File: src/rtl/pmod_clock_gen.sv
// NUM_CH-channel square-wave divider with runtime half-period updates through a one-deep config slot.
// Define CLKGEN_SYNC_EN to add the SYNC input, which realigns every channel to phase zero.
module pmod_clock_gen #(
    parameter int NUM_CH   = 4,
    parameter int CNT_W    = 24,
    parameter int DIV_INIT = 50
) (
    input  logic              CLK,
    input  logic              RST,
    input  logic              EN,
`ifdef CLKGEN_SYNC_EN
    input  logic              SYNC,
`endif
    input  logic              CFG_VALID,
    output logic              CFG_READY,
    input  logic [3:0]        CFG_CHAN,
    input  logic [CNT_W-1:0]  CFG_DIV,
    output logic [NUM_CH-1:0] P_OUT,
    output logic [NUM_CH-1:0] TICK
);

    logic [CNT_W-1:0]  cnt_q [NUM_CH];
    logic [CNT_W-1:0]  cnt_d [NUM_CH];
    logic [CNT_W-1:0]  div_q [NUM_CH];
    logic [CNT_W-1:0]  div_d [NUM_CH];
    logic [NUM_CH-1:0] p_q, p_d;
    logic [NUM_CH-1:0] tick_q, tick_d;
    logic              pend_q, pend_d;
    logic [3:0]        pend_chan_q, pend_chan_d;
    logic [CNT_W-1:0]  pend_div_q, pend_div_d;

    logic [NUM_CH-1:0] bnd_w;
    logic [NUM_CH-1:0] hit_w;
    logic              sync_w;
    logic              cfg_fire_w;
    logic              chan_ok_w;
    logic              apply_any;

`ifdef CLKGEN_SYNC_EN
    assign sync_w = SYNC;
`else
    assign sync_w = 1'b0;
`endif

    // Handshake: a request transfers on any rising edge where CFG_VALID && CFG_READY.
    // READY is low during reset and whenever the single pending slot is occupied.
    assign CFG_READY  = !pend_q && !RST;
    assign cfg_fire_w = CFG_VALID && CFG_READY;
    assign chan_ok_w  = (int'(CFG_CHAN) < NUM_CH);

    for (genvar g = 0; g < NUM_CH; g++) begin : g_ch
        assign bnd_w[g] = (div_q[g] != '0) && (cnt_q[g] == div_q[g] - CNT_W'(1));
        assign hit_w[g] = pend_q && (pend_chan_q == 4'(g));
    end

    always_comb begin
        cnt_d       = cnt_q;
        div_d       = div_q;
        p_d         = p_q;
        tick_d      = '0;
        pend_d      = pend_q;
        pend_chan_d = pend_chan_q;
        pend_div_d  = pend_div_q;
        apply_any   = 1'b0;

        for (int k = 0; k < NUM_CH; k++) begin
            if (sync_w) begin
                cnt_d[k] = '0;
                p_d[k]   = 1'b0;
                if (hit_w[k]) begin
                    div_d[k]  = pend_div_q;
                    apply_any = 1'b1;
                end
            end else if (hit_w[k] && (div_q[k] == '0 || !EN || bnd_w[k])) begin
                // Update lands on a boundary, so the output never shows a short half-period.
                div_d[k]  = pend_div_q;
                cnt_d[k]  = '0;
                apply_any = 1'b1;
                if (!EN) begin
                    p_d[k] = p_q[k];
                end else if (pend_div_q == '0) begin
                    p_d[k] = 1'b0;
                end else if (div_q[k] != '0) begin
                    p_d[k]    = ~p_q[k];
                    tick_d[k] = 1'b1;
                end
            end else if (EN) begin
                if (div_q[k] == '0) begin
                    cnt_d[k] = '0;
                    p_d[k]   = 1'b0;
                end else if (bnd_w[k]) begin
                    cnt_d[k]  = '0;
                    p_d[k]    = ~p_q[k];
                    tick_d[k] = 1'b1;
                end else begin
                    cnt_d[k] = cnt_q[k] + CNT_W'(1);
                end
            end
        end

        if (apply_any) begin
            pend_d = 1'b0;
        end
        // Out-of-range channels are consumed without occupying the slot.
        if (cfg_fire_w && chan_ok_w) begin
            pend_d      = 1'b1;
            pend_chan_d = CFG_CHAN;
            pend_div_d  = CFG_DIV;
        end
    end

    always_ff @(posedge CLK) begin
        if (RST) begin
            for (int k = 0; k < NUM_CH; k++) begin
                cnt_q[k] <= '0;
                div_q[k] <= CNT_W'(DIV_INIT);
            end
            p_q         <= '0;
            tick_q      <= '0;
            pend_q      <= 1'b0;
            pend_chan_q <= '0;
            pend_div_q  <= '0;
        end else begin
            cnt_q       <= cnt_d;
            div_q       <= div_d;
            p_q         <= p_d;
            tick_q      <= tick_d;
            pend_q      <= pend_d;
            pend_chan_q <= pend_chan_d;
            pend_div_q  <= pend_div_d;
        end
    end

    assign P_OUT = p_q;
    assign TICK  = tick_q;

endmodule
File: config.mk
export PLATFORM = sky130hd
export DESIGN_NAME = pmod_clock_gen
export DESIGN_NICKNAME = d
export VERILOG_FILES = /design/src/rtl/pmod_clock_gen.sv
export SDC_FILE = /design/constraint.sdc
export NUM_CORES = 1
export LEC_CHECK = 0
export CAP_MARGIN = 30
export CORE_UTILIZATION = 40
export CTS_CLUSTER_DIAMETER = 150
export DETAILED_ROUTE_END_ITERATION = 16
export GPL_ROUTABILITY_DRIVEN = 1
export PLACE_DENSITY = 0.64
export SLEW_MARGIN = 5
export SYNTH_ARGS = -nofsm -noshare
export SYNTH_HDL_FRONTEND = slang
export SYNTH_SLANG_ARGS = --single-unit
File: constraint.sdc
create_clock -name CLK -period 3.9 [get_ports CLK]
set_clock_uncertainty 0.1 [all_clocks]
set_input_delay 1.17 -clock CLK [delete_from_list [all_inputs] [get_ports CLK]]
set_output_delay 1.17 -clock CLK [all_outputs]
set_load 0.02 [all_outputs]
After elaboration in Yosys (flattened, before gate mapping):

Cells that the tools add are included.

* divide/modulo/power cells: 0
* magnitude comparators: 1
* equal/unequal tests: 11
* shift-type cells: 0
* add/sub/neg operators: 8
* $mul: 0
* bitwise gates (word level): 4
* reductions and logical operators: 49
* muxes and demuxes: 70

Operator list (number)
* 24-bit two-way mux: 8
* 24-bit zero test: 5
* 24-bit by 1-bit adder with 24-bit output, second input constant: 4
* 24-bit equality test: 4
* 24-bit nonzero test: 4
* 24-bit by 1-bit subtractor with 24-bit output, second input constant: 4
* 1-bit two-way mux: 62
* 1-bit logical AND: 15
* 3-bit AND reduction: 4
* 3-bit nonzero test: 4
* 4-bit by 2-bit equality test with 1-bit output, second input constant: 2
* 1-bit logical OR: 8
* 2-bit OR reduction: 4
* 3-bit by 1-bit != test with 1-bit output, second input constant: 2
* 3-bit by 2-bit != test with 1-bit output, second input constant: 2
* 4-bit by 1-bit equality test with 1-bit output, second input constant: 1
* 4-bit zero test: 1
* 4-bit by 3-bit < comparator with 1-bit output, second input constant: 1
* 1-bit NOT: 4
* 1-bit zero test: 3
* 2-bit nonzero test: 1

* register bits: 229
* memories kept: 0
* memory bits (read-only): 0
* output and inout bits: 9
* latch bits: 0
* memory bits (writable): 0
* input bits: 32
* logic and storage cells: 159

Longest topological paths before layout:

* word-level depth: 11
* depth in mapped cells: 14
* gate-level depth less buffers: 11

Least setup slack after synthesis:

Ideal clock, no wire load.

* path kind: input to output
* from: input port RST
* to: output port CFG_READY
* stages: 4
* arrival time: 2081 ps
* setup slack: 549 ps
* path through: clkbuf_1 -> clkbuf_1 -> clkbuf_1 -> nor2_1

* longest elaborated chain between the ends: 2

RTL lines
* start, declared: line 9 `input logic RST,`
* 1-bit zero test: line 47 `assign CFG_READY = !pend_q && !RST;`
* 1-bit logical AND: line 47
* end, declared: line 15 `output logic CFG_READY,`

No other way between the ends.

Worst setup path in the final report:

* from: register div_q[84] in the netlist's numbering
* to: register div_q[85] in the netlist's numbering

* longest elaborated chain between the ends: 5
* elaborated cells between the ends (all ways): 8
* classes of those cells: 1 x add/sub; 1 x eq/ne; 6 x reduce/logical

RTL lines
* start, declared: line 24 `logic [CNT_W-1:0] div_q [NUM_CH];`
* start signal, assigned by index: line 116 `div_q[k] <= CNT_W'(DIV_INIT);`
* start signal, assigned: line 125 `div_q <= div_d;`
* 24-bit by 1-bit subtractor with 24-bit output: line 52 `assign bnd_w[g] = (div_q[g] != '0) && (cnt_q[g] == div_q[g] - CNT_W'(1));`
* 24-bit equality test: line 52
* 1-bit logical AND: line 52
* 1-bit logical OR *: line 74 `end else if (hit_w[k] && (div_q[k] == '0 || !EN || bnd_w[k])) begin`
* 1-bit logical AND *: line 74

Every way passes the cells marked *; elsewhere a longest branch is shown, timed or not.
A chain may end at the register's enable or synchronous reset.

==> results.tsv <==
stage	metric	value	unit
global_routing	first-pass GRT wire length	50270	um
global_routing	vias in the first global route	9517	
finish	Area Overhead vs Synth	13.60	%
sta	final worst-path cycle share	92.48	%
detailed_routing	routed vias	10450	
worst_setup_path	critical path depth	10	
detailed_routing	DRT Wirelength	31500	um
finish	multi-input logic area	7360	um2
power_and_ir_drop	Max VDD drop	0.0003027	V
finish	Antenna Cells	0	
detailed_routing	Detail Route Antenna Nets	0	
place	DP Wirelength	22360	um
clocking	clock slew at reported path FFs	0.06	ns
sta	Final Slew Violations	0	
global_routing	total gr overflow	0	
worst_setup_path	Critical Path End Type	flop	
detailed_routing	initial detailed-routing violation count	699	
clocking	CTS tree	yes	
synth	library cells used by synthesis	74	
synth	Yosys top cell area share	37.03	%
power_and_ir_drop	Leak	5.353	nW
global_routing	initial antenna violation count	0	
synth	post-synthesis cell count	1480	
worst_setup_path	critical path buffer and inverter count	1	
finish	Layout Nets	1540	
synth	Syn Nets	1520	
worst_hold_path	Hold Path Cell Cnt	1	
worst_setup_path	Worst path slowest cell	or4_4	
die	DIE AREA	31660	um2
synth	top-count cell post-synth	nor2_1	
worst_setup_path	delay-heaviest family, CP	simple AND/OR/NAND/NOR gates	
clocking	Post-CTS Setup Inserts	0	
place	RePlAce Congestion	0.8844	
worst_setup_path	CP peak stage delay	0.57	ns
clocking	hold_buf cts	0	
worst_setup_path	capture point of the worst reg-to-reg path	div_q[85]$_SDFFE_PP0N_	
clocking	CTS Root Cell	clkbuf_16	
worst_setup_path	CP Class	flop to flop	
worst_setup_path	critical path arrival	3.90	ns
clocking	H-tree levels	1	
die	die outline height	177.9	um
worst_setup_path	Setup crit start kind	flop	
run	max-cap violation count	0	
worst_setup_path	worst path cell trace	or4_4 > or3_4 > nor4_2 > mux2_2 > o211a_1 > nor4_4 > o31a_1 > buf_12 > mux2i_1 > nor2_1	
synth	Avg Inst Size Synth	8.365	um2
clocking	Sink Count	229	
place	DP Worst Slack	0.2743	ns
global_routing	largest net degree at the start of global routing	65	
die	I/O pin cnt	41	
synth	Area contributors post-synth	dfxtp_1, mux2i_1, xnor2_1, nor2_1, xor2_1	
sta	Hold Fails Final Rpt	0	
worst_setup_path	register-to-register setup slack	0.29	ns
finish	filler cell count	2920	
synth	Yosys reg bits	229	
synth	commonest cells in the netlist	nor2_1, dfxtp_1, nand2_1, xnor2_1, mux2i_1	
status	status	finished clean	
detailed_routing	via/cell ratio	5.465	
global_routing	gr usage total	19.80	%
power_and_ir_drop	total power	5.000	mW
finish	ratio of cells with drive above 1 in the final layout	6.464	%
finish	Core Util, Final	46.10	%
worst_setup_path	reg2reg start	div_q[84]$_SDFFE_PP0N_	
sta	Setup WS post-layout	0.2934	ns
worst_setup_path	CP max FO	26	
die	Core Area	30510	um2
sta	Setup TNS Final	0	ns
place	port bufs	40	
sta	Worst Tran Pin Value	0.7459	ns
clocking	CTS resizes	0	
sta	Fmax	277.3	MHz
finish	FF+latch area	4584	um2
sta	minimum clock period	3.607	ns
worst_hold_path	Hold WC Path Type	flop to flop	
synth	Post-synth EDFFs	0	
clocking	CTS max path bufs	3	
sta	unrepaired setup endpoints after global routing	false	
synth	synthesis warning total	0	
die	Initial Util	40.58	%
detailed_routing	Detailed Routing Iterations Pass 1	4	
sta	relative slew slack	49.86	%
die	die width	177.9	um
die	cell row count	64	
synth	sequential area share after synthesis	37.03	%
worst_hold_path	end of the worst hold path	pend_chan_q[2]$_SDFFE_PP0P_	
worst_setup_path	CP Data Required Time	4.19	ns
synth	Top FF cell, synth	dfxtp_1	
clocking	worst skew pair latency	0.53	ns
worst_setup_path	FF-to-FF path depth	10	
worst_hold_path	min-delay src	pend_chan_q[2]$_SDFFE_PP0P_	
detailed_routing	Remaining DRCs	0	
detailed_routing	WL/cell	16.48	um
synth	Yosys top cell by area	dfxtp_1	
synth	ys async rst share	0	%
clocking	CTS buffer count	25	
sta	final setup fails	0	
power_and_ir_drop	cell area power density	355.5	nW/um2
synth	Cell Area, Synth	12380	um2
## stage by stage
step / hold slack [ns] / cells / instance area (um2)
CTS: 0.3855 / 1912 / 14060
finish: 0.3878 / 1912 / 14060
global route: 0.3920 / 1912 / 14060
floorplan: 0.3535 / 1480 / 12380
global placement: 0.3682 / 1869 / 13230
detailed placement: 0.3699 / 1869 / 13230
## final cells by class
| class | count | area share (%) |
|---|---|---|
| Tap cell | 396 | 3.523 |
| Inverter | 25 | 0.6672 |
| Timing Repair Buffer | 72 | 4.982 |
| Clock buffer | 33 | 5.017 |
| Multi-Input combinational cell | 1147 | 52.33 |
| Sequential cell | 229 | 32.60 |
| Clock inverter | 10 | 0.8896 |
## worst max-delay path by stage
stage | startpoint | endpoint | slack [ns]
after CTS | div_q[48]$_SDFFE_PP0N_ | div_q[65]$_SDFFE_PP0N_ | 0.24
after global placement | div_q[48]$_SDFFE_PP0N_ | div_q[59]$_SDFFE_PP0N_ | 0.36
after floorplan | RST | CFG_READY | 0.55
final | div_q[84]$_SDFFE_PP0N_ | div_q[85]$_SDFFE_PP0N_ | 0.29
after global routing | div_q[0]$_SDFFE_PP0N_ | pend_q$_SDFFE_PP0P_ | 0.02
after detailed placement | div_q[48]$_SDFFE_PP0N_ | div_q[58]$_SDFFE_PP0N_ | 0.27
## layout by cell type (no fill, tap or decap), types with 22 or more instances in the layout
| master | synthesis | layout |
|---|---|---|
| dfxtp_1 | 229 | 229 |
| nand4_1 | 34 | 34 |
| inv_1 | 25 | 25 |
| o21ai_0 | 22 | 22 |
| clkbuf_16 | 0 | 25 |
| nand3_1 | 61 | 61 |
| nor3_1 | 37 | 37 |
| xor2_1 | 92 | 92 |
| xnor2_1 | 111 | 111 |
| nand2_1 | 125 | 125 |
| mux2i_1 | 101 | 101 |
| a21oi_1 | 47 | 46 |
| buf_4 | 2 | 28 |
| nor2_1 | 249 | 249 |
| and3_1 | 38 | 38 |
| nor4_1 | 34 | 34 |
| clkdlybuf4s50_1 | 0 | 39 |
## report_power, final
| group | internal (mW) | leakage [nW] | switching [mW] |
|---|---|---|---|
| registers | 2.35 | 1.85 | 0.0317 |
| clock network | 1.46 | 0.417 | 0.961 |
| logic | 0.0802 | 3.09 | 0.114 |
## registers in the layout, indices dropped and copies added, names as in the netlist
signal / flops
cnt_q: 96
div_q: 96
pend_div_q: 24
P_OUT: 4
TICK: 4
pend_chan_q: 4
pend_q: 1
## per-layer routing
metal	global-route usage, %	wire length (um)	up-vias
met5	0	0	-
met4	7.870	1149	0
met3	2.828	1512	62
met2	30.85	13960	208
met1	27.34	14880	4979
li1	-	-	5200
## kinds of logic (layout without fill, tap and decap cells)
family	Yosys count	count (layout)	share of synthesized area (%)
multiplexers	106	106	8.620
buffers and inverters	104	140	3.668
AO/OA/AOI/OAI	158	158	8.732
XOR/XNOR	203	203	14.36
flip-flops	229	229	37.03
AND/OR/NAND/NOR	672	672	26.78
adder cells (fa/ha/maj)	8	8	0.8085
## worst register-to-register path: stages (launching register included)
cell and delay, ns:
dfxtp_1 0.36, or4_4 0.57, or3_4 0.37, nor4_2 0.38, mux2_2 0.39, o211a_1 0.13
nor4_4 0.41, o31a_1 0.24, buf_12 0.22, mux2i_1 0.24, nor2_1 0.06
No activity file was read; power rests on OpenSTA's default activity.
